$ cat config.mk
export PLATFORM = sky130hd
export DESIGN_NAME = bg_ram_sched_flat
export DESIGN_NICKNAME = d
export VERILOG_FILES = /design/src/rtl/bg_ram_sched_if.sv /design/src/rtl/bg_ram_sched.sv /design/src/flat_wrapper.sv
export SDC_FILE = /design/constraint.sdc
export NUM_CORES = 1
export LEC_CHECK = 0
export BUFFER_PORTS_ARGS = -buffer_cell sky130_fd_sc_hd__buf_2
export CORE_MARGIN = 3
export CORE_UTILIZATION = 45
export CTS_CLUSTER_DIAMETER = 30
export DETAILED_ROUTE_END_ITERATION = 10
export PLACE_DENSITY_LB_ADDON = 0.25
export SYNTH_ARGS = -nofsm -noshare
export SYNTH_HDL_FRONTEND = slang
export SYNTH_SLANG_ARGS = --single-unit
export TNS_END_PERCENT = 100
$ cat constraint.sdc
create_clock -name clk -period 3.5 [get_ports clk]
set_clock_uncertainty 0.05 [all_clocks]
set_input_delay 0.875 -clock clk [delete_from_list [all_inputs] [get_ports clk]]
set_output_delay 0.875 -clock clk [all_outputs]
set_load 0.005 [all_outputs]
$ cat src/rtl/bg_ram_sched_if.sv
// -----------------------------------------------------------------------------
// bg_ram_sched_if
// Bundle of every non-clock signal around the background RAM scheduler.
//   master : the environment (VGA sync generator, game-logic writer, RAM)
//   slave  : the scheduler itself
// Signal groups:
//   video  : pix_x, pix_y, video_on, frame_start, scroll      (master -> slave)
//   writer : wr_req, wr_addr, wr_data                         (master -> slave)
//            wr_ack, wr_err                                   (slave -> master)
//   ram    : ram_a, ram_d, ram_we                             (slave -> master)
//            ram_spo (asynchronous read data)                 (master -> slave)
//   pixel  : pix_data, pix_valid                              (slave -> master)
// -----------------------------------------------------------------------------
interface bg_ram_sched_if;
  logic [9:0]  pix_x;
  logic [8:0]  pix_y;
  logic        video_on;
  logic        frame_start;
  logic [7:0]  scroll;

  logic        wr_req;
  logic [14:0] wr_addr;
  logic [15:0] wr_data;
  logic        wr_ack;
  logic        wr_err;

  logic [14:0] ram_a;
  logic [15:0] ram_d;
  logic        ram_we;
  logic [15:0] ram_spo;

  logic [15:0] pix_data;
  logic        pix_valid;

  modport master (
    output pix_x, pix_y, video_on, frame_start, scroll,
    output wr_req, wr_addr, wr_data,
    input  wr_ack, wr_err,
    input  ram_a, ram_d, ram_we,
    output ram_spo,
    input  pix_data, pix_valid
  );

  modport slave (
    input  pix_x, pix_y, video_on, frame_start, scroll,
    input  wr_req, wr_addr, wr_data,
    output wr_ack, wr_err,
    output ram_a, ram_d, ram_we,
    input  ram_spo,
    output pix_data, pix_valid
  );
endinterface

$ cat src/rtl/bg_ram_sched.sv
// -----------------------------------------------------------------------------
// bg_ram_sched
// Owns the single port of the BG_W x BG_H background RAM and shares it between
// the VGA scan reader (4x upscale plus horizontal scroll, absolute priority in
// active video) and a background writer that only gets slots while blank.
// Ports:
//   clk  : system clock, rising edge
//   rst  : asynchronous, active-high reset
//   bus  : bg_ram_sched_if.slave (video timing, writer handshake, RAM port,
//          pixel output)
// Read path: inputs at cycle n -> ram_a at n+1 -> pix_data/pix_valid at n+2.
//
// Writer FSM
//   state    | meaning
//   ---------+---------------------------------------------------------------
//   ST_IDLE  | reader owns ram_a; grant on wr_req while blank and no frame_start
//   ST_WRITE | ram_a/ram_d show the captured request; ram_we if address in range
//   ST_ACK   | wr_ack pulse; reader owns ram_a again
// -----------------------------------------------------------------------------
module bg_ram_sched #(
  parameter int BG_W     = 160,
  parameter int BG_H     = 120,
  parameter int SCALE_SH = 2
) (
  input  logic           clk,
  input  logic           rst,
  bg_ram_sched_if.slave  bus
);

  localparam logic [8:0]  BG_W_9  = 9'(BG_W);
  localparam logic [10:0] BG_W_11 = 11'(BG_W);
  localparam logic [14:0] NTEX_15 = 15'(BG_W * BG_H);

  localparam logic [1:0] ST_IDLE  = 2'd0;
  localparam logic [1:0] ST_WRITE = 2'd1;
  localparam logic [1:0] ST_ACK   = 2'd2;

  logic [7:0]  scroll_q,    scroll_d;
  logic [14:0] rd_addr_q,   rd_addr_d;
  logic        v1_q,        v1_d;
  logic [15:0] pix_data_q,  pix_data_d;
  logic        pix_valid_q, pix_valid_d;
  logic [1:0]  state_q,     state_d;
  logic [14:0] wa_q,        wa_d;
  logic [15:0] wd_q,        wd_d;
  logic        wok_q,       wok_d;
  logic        err_q,       err_d;

  logic [9:0]  tex_x;
  logic [8:0]  tex_y;
  logic [10:0] bx_sum;
  logic [10:0] bx;
  logic        wr_in_range;

  // Scroll only moves on frame_start, so a frame is always drawn with a single
  // offset; out-of-range requests keep the previous value.
  always_comb begin
    scroll_d = scroll_q;
    if (bus.frame_start && ({1'b0, bus.scroll} < BG_W_9)) begin
      scroll_d = bus.scroll;
    end
  end

  // Texel address of the current pixel. bx_sum is at most 159 + 159 for legal
  // pix_x, so one conditional subtract is enough for the wrap.
  always_comb begin
    tex_x     = bus.pix_x >> SCALE_SH;
    tex_y     = bus.pix_y >> SCALE_SH;
    bx_sum    = {1'b0, tex_x} + {3'b000, scroll_q};
    bx        = (bx_sum >= BG_W_11) ? (bx_sum - BG_W_11) : bx_sum;
    rd_addr_d = (15'(tex_y) * 15'(BG_W)) + 15'(bx);
  end

  // Pixel pipeline: pix_data is forced to zero outside the active area so a
  // slot displaced by a write can never leak the write address contents.
  always_comb begin
    v1_d        = bus.video_on;
    pix_valid_d = v1_q;
    pix_data_d  = v1_q ? bus.ram_spo : 16'h0000;
  end

  assign wr_in_range = (bus.wr_addr < NTEX_15);

  // Writer FSM. frame_start blocks a grant so the scroll update and a write
  // never share a cycle. wr_err is raised at grant, so it is already visible
  // during WRITE and stays set until reset.
  always_comb begin
    state_d = state_q;
    wa_d    = wa_q;
    wd_d    = wd_q;
    wok_d   = wok_q;
    err_d   = err_q;
    case (state_q)
      ST_IDLE: begin
        if (bus.wr_req && !bus.video_on && !bus.frame_start) begin
          state_d = ST_WRITE;
          wa_d    = bus.wr_addr;
          wd_d    = bus.wr_data;
          wok_d   = wr_in_range;
          if (!wr_in_range) begin
            err_d = 1'b1;
          end
        end
      end
      ST_WRITE: state_d = ST_ACK;
      ST_ACK:   state_d = ST_IDLE;
      default:  state_d = ST_IDLE;
    endcase
  end

  always_ff @(posedge clk or posedge rst) begin
    if (rst) begin
      scroll_q    <= '0;
      rd_addr_q   <= '0;
      v1_q        <= 1'b0;
      pix_data_q  <= '0;
      pix_valid_q <= 1'b0;
      state_q     <= ST_IDLE;
      wa_q        <= '0;
      wd_q        <= '0;
      wok_q       <= 1'b0;
      err_q       <= 1'b0;
    end else begin
      scroll_q    <= scroll_d;
      rd_addr_q   <= rd_addr_d;
      v1_q        <= v1_d;
      pix_data_q  <= pix_data_d;
      pix_valid_q <= pix_valid_d;
      state_q     <= state_d;
      wa_q        <= wa_d;
      wd_q        <= wd_d;
      wok_q       <= wok_d;
      err_q       <= err_d;
    end
  end

  // RAM port outputs decode straight from state so that an asynchronous reset
  // drops ram_we in the same cycle instead of one edge later.
  assign bus.ram_a     = (state_q == ST_WRITE) ? wa_q : rd_addr_q;
  assign bus.ram_d     = wd_q;
  assign bus.ram_we    = (state_q == ST_WRITE) && wok_q;
  assign bus.wr_ack    = (state_q == ST_ACK);
  assign bus.wr_err    = err_q;
  assign bus.pix_data  = pix_data_q;
  assign bus.pix_valid = pix_valid_q;

endmodule
$ cat src/flat_wrapper.sv
// flat-port wrapper written by rule: the top's interface ports become plain ports
module bg_ram_sched_flat 
#(
  parameter int BG_W     = 160,
  parameter int BG_H     = 120,
  parameter int SCALE_SH = 2
)
  (clk, rst, bus_pix_x, bus_pix_y, bus_video_on, bus_frame_start, bus_scroll, bus_wr_req, bus_wr_addr, bus_wr_data, bus_wr_ack, bus_wr_err, bus_ram_a, bus_ram_d, bus_ram_we, bus_ram_spo, bus_pix_data, bus_pix_valid);
  bg_ram_sched_if bus_i ();
  input  logic clk;
  input  logic rst;
  input wire logic [$bits(bus_i.pix_x)-1:0] bus_pix_x;
  input wire logic [$bits(bus_i.pix_y)-1:0] bus_pix_y;
  input wire logic [$bits(bus_i.video_on)-1:0] bus_video_on;
  input wire logic [$bits(bus_i.frame_start)-1:0] bus_frame_start;
  input wire logic [$bits(bus_i.scroll)-1:0] bus_scroll;
  input wire logic [$bits(bus_i.wr_req)-1:0] bus_wr_req;
  input wire logic [$bits(bus_i.wr_addr)-1:0] bus_wr_addr;
  input wire logic [$bits(bus_i.wr_data)-1:0] bus_wr_data;
  output wire logic [$bits(bus_i.wr_ack)-1:0] bus_wr_ack;
  output wire logic [$bits(bus_i.wr_err)-1:0] bus_wr_err;
  output wire logic [$bits(bus_i.ram_a)-1:0] bus_ram_a;
  output wire logic [$bits(bus_i.ram_d)-1:0] bus_ram_d;
  output wire logic [$bits(bus_i.ram_we)-1:0] bus_ram_we;
  input wire logic [$bits(bus_i.ram_spo)-1:0] bus_ram_spo;
  output wire logic [$bits(bus_i.pix_data)-1:0] bus_pix_data;
  output wire logic [$bits(bus_i.pix_valid)-1:0] bus_pix_valid;
  assign bus_i.pix_x = bus_pix_x;
  assign bus_i.pix_y = bus_pix_y;
  assign bus_i.video_on = bus_video_on;
  assign bus_i.frame_start = bus_frame_start;
  assign bus_i.scroll = bus_scroll;
  assign bus_i.wr_req = bus_wr_req;
  assign bus_i.wr_addr = bus_wr_addr;
  assign bus_i.wr_data = bus_wr_data;
  assign bus_wr_ack = bus_i.wr_ack;
  assign bus_wr_err = bus_i.wr_err;
  assign bus_ram_a = bus_i.ram_a;
  assign bus_ram_d = bus_i.ram_d;
  assign bus_ram_we = bus_i.ram_we;
  assign bus_i.ram_spo = bus_ram_spo;
  assign bus_pix_data = bus_i.pix_data;
  assign bus_pix_valid = bus_i.pix_valid;
  bg_ram_sched #(.BG_W(BG_W), .BG_H(BG_H), .SCALE_SH(SCALE_SH)) u_core (.clk(clk), .rst(rst), .bus(bus_i));
endmodule
==> summary.md <==
| Metric | Value |
|---|---|
| Leakage power | `2.54 nW` |
| Async set-reset flop share out of synthesis | `100%` |
| Hold-fix buffers at CTS | `0` |
| Maximum vdd drop | `275 uV` |
| Sw power | `roughly 0.96 mW` |
| Vias in the first global route | `2852` |
| Row count | `32` |
| Final Hold Viols | `0` |
| Seq/Total Area, Yosys | `51.3%` |
| Pwr dens | `approximately 620 nW/um^2` |
| Port bufs | `~130` |
| Post-DP HPWL | `6160 um` |
| Final instance area | `5170 sq um` |
| Initial core utilization | `47.2%` |
| CTS Buf Count | `9` |
| Area after DPL | `4740 sq um` |
| MaxCap Viol Count | `0` |
| Crit-path max FO | `4` |
| Slew Viols, Final | `0` |
| Initial antenna violation count | `0` |
| GR Util All Layers | `~18%` |
| Bufs on Longest Clock Path | `2` |
| IO Pins | `130` |
| Initial DRC Count | `46` |
| First-pass GRT wire length | `13800 um` |
| Final worst-path cycle share | `109%` |
| Fill count | `604` |
| Number of distinct library cells after synthesis | `43` |
| Syn Std Cell Area | `~3700 sq um` |
| ANT nets after route | `0` |
| Syn_area_per_cell | `12.9 sq um` |
| Fin nets | `568` |
| H-tree depth | `3` |
| Clock Latency Late Sink | `around 0.33 ns` |
| Power share of the combinational group | `41.2%` |
| Gpl congestion | `0.806` |
| Metal1 wirelength | `3580 um` |
| Top sig layer | `met4` |
| GRT overflow | `0` |
| Crit-path cells | `buf_2 -> ha_2 -> nor2_1 -> o31ai_4 -> xnor2_4 -> o41ai_4 -> or3b_1 -> o211ai_2 -> ha_1 -> a21o_1 -> a21oi_2 -> buf_4 -> o21bai_1 -> a211oi_2 -> a21oi_1` |
| Vias/cell | `4.83` |
| Relative slew slack | `roughly 35%` |
| Crit Path Category | `in2reg` |
| Startpoint types | `input pin` |
| Sink Count | `76` |
| Hold crit path type | `reg2reg` |
| Ant diodes | `0` |
| Internal power | `2.25 mW` |
| CORE AREA | `7850 sq um` |
| CP Capture Type | `flop` |
| Synth Instances | `288` |
| Clk root buf | `clkbuf_8` |
| Slowest CP cell | `o31ai_4` |
| CP Data Required Time | `3.67 ns` |
| CTS tree | `built` |
| Violated checks | `negative setup slack` |
| Final Critical Period | `3.81 ns` |
| Via count | `2741` |
| Mapped Nets | `395` |
| Worst Tran Pin Value | `0.968 ns` |
| Die Ht | `around 97 um` |
| Largest net degree at the start of global routing | `59` |
| Achievable Freq | `262 MHz` |
| Status | `finished with violations` |
| Top FF cell, synth | `dfrtp_1` |
| Setup TNS | `-1.47 ns` |
| Area Growth Syn to Fin | `39.6%` |
| RSZ-0062 raised after global routing | `true` |
| DR WL/cell | `14.3 um` |
| Number of flops mapped to enable cells by yosys | `0` |
| Met3 WL | `496 um` |
| Met2 WL post-DR | `3950 um` |
| Flops & latches, synth | `76` |
| Pre-CTS worst setup slack | `-0.733 ns` |
| # setup viols final | `7` |
| Initial DRT Pass Iterations | `4` |
| Drt total wl | `8090 um` |
| Sw frac | `30.0%` |
| Die Footprint | `9360 sq um` |
| Reg clk slew, reported paths | `0.08 ns` |
| Die W | `96.8 um` |
| DRC viols | `0` |
| Critical path's largest stage delay | `slightly above 0.4 ns` |
| Clock power frac | `23.7%` |
| Setup WS post-layout | `-0.311 ns` |
| Reg power frac | `35.1%` |
| Share of layout cells above drive strength 1 | `between 50% and 60%` |
| Synthesis Warnings | `0` |
| CP arrival | `3.98 ns` |
## cells in the final DEF (no fill, tap or decap), drive strengths merged, types with 2 or more instances in the layout
cell / synthesis / routed
buf: 0 / 168
dfrtp: 76 / 76
mux2: 54 / 54
ha: 25 / 25
and2: 17 / 17
inv: 13 / 14
a21oi: 14 / 14
nor2: 12 / 12
clkbuf: 6 / 10
xnor2: 9 / 9
o21ai: 7 / 7
nand2: 5 / 5
xor2: 5 / 5
nand2b: 4 / 4
a21o: 4 / 4
nor2b: 4 / 4
a211oi: 3 / 3
o31ai: 3 / 3
nor4: 3 / 3
fa: 3 / 3
nand3: 2 / 2
o21bai: 2 / 2
bufinv: 0 / 2
or3b: 2 / 2
o211ai: 2 / 2
clkinv: 0 / 2
## synthesized netlist by cell type, drive strengths merged, types with 2 or more instances
master	number	area (sq um)
nor2	12	45.0
or3b	2	17.5
inv	13	48.8
xor2	5	43.8
nand2b	4	25.0
o21bai	2	15.0
o21ai	7	35.0
ha	25	313
fa	3	60.1
a21o	4	30.0
nand2	5	21.3
nand3	2	10.0
o31ai	3	36.3
nor2b	4	25.0
a211oi	3	27.5
nor4	3	25.0
and2	17	106
clkbuf	6	22.5
a21oi	14	70.1
dfrtp	76	1900
o211ai	2	20.0
xnor2	9	86.3
mux2	54	608
## state kept, by name (all words and copies together) (netlist names), 2 cells and up
signal / count
u_core.bus.pix_data: 16
u_core.bus.ram_d: 16
u_core.rd_addr_q: 15
u_core.scroll_q: 8
u_core.state_q: 2
u_core.wa_q: 15
## per-stage QoR
stage               power (mW)  cells  util [%]  hold slack [ns]
floorplan                 1.82    288         -            0.375
global placement          2.25    539      60.5            0.400
detailed placement        2.28    539      60.5            0.434
CTS                       3.18    564      65.2            0.452
global route              3.43    568      65.9            0.467
finish                    3.21    568      65.9            0.446
## worst max-delay path: cells and delay by family
kind	cells	cell delay [ns]
AO/OA/AOI/OAI	8	1.62
XOR/XNOR	1	0.16
adder cells (fa/ha/maj)	2	0.61
buffers and inverters	2	0.23
AND/OR/NAND/NOR	2	0.48
## routing by layer
layer / vias up / track usage [%]
met5: - / 0
met4: 0 / 4.86
met3: 4 / 4.76
met2: 92 / 30.2
met1: 1277 / 23.3
li1: 1368 / -
## power groups by stage
stage | Clock [mW] | Combinational [mW] | Sequential (mW)
floorplan | 0 | 0.683 | 1.13
global placement | 0 | 1.11 | 1.14
detailed placement | 0 | 1.14 | 1.15
CTS | 0.778 | 1.27 | 1.13
global route | 0.817 | 1.46 | 1.15
finish | 0.760 | 1.32 | 1.13
## final cells by class
cell class                      instances  area (sq um)  share of cell area (%)
Clock buffer                           10           138                    2.66
Sequential cell                        76          1900                    36.8
Timing Repair Buffer                  168           958                    18.5
Multi-Input combinational cell        193          1910                    36.8
Clock inverter                          6          93.8                    1.81
Inverter                               13          50.0                   0.967
Tap cell                              102           128                    2.47
## cell families (layout without fill, tap and decap cells)
kind of cell,Yosys count,count (layout),share of synthesized area (%)
compound gates,41,41,8.00
xor+xnor,14,14,3.51
fa+ha+maj,28,28,10.1
buf+inv,19,197,1.92
flops,76,76,51.3
mux,55,55,16.7
simple gates,55,55,8.54
## what timing repair did
item | in CTS | in global routing
cloned | 0 | 0
setup endpoints to repair | 7 | 7
pin swaps | 15 | 4
gates resized for setup | 10 | 6
buffers inserted | 9 | 4
## worst paths after layout
check                                   startpoint              endpoint  slack, ns  depth (start not counted)
worst min register to register   u_core.bus.wr_err     u_core.bus.wr_err       0.45                          1
worst min-delay path             u_core.bus.wr_err     u_core.bus.wr_err       0.45                          1
max in group asynchronous                      rst   u_core.bus.ram_d[7]       1.93                          3
worst max register to register  u_core.scroll_q[0]  u_core.rd_addr_q[10]      -0.10                         16
worst max-delay path                  bus_pix_x[4]  u_core.rd_addr_q[10]      -0.31                         15
min in group asynchronous                      rst  u_core.bus.ram_d[11]       0.66                          2
Power figures use the tool's default switching activity.
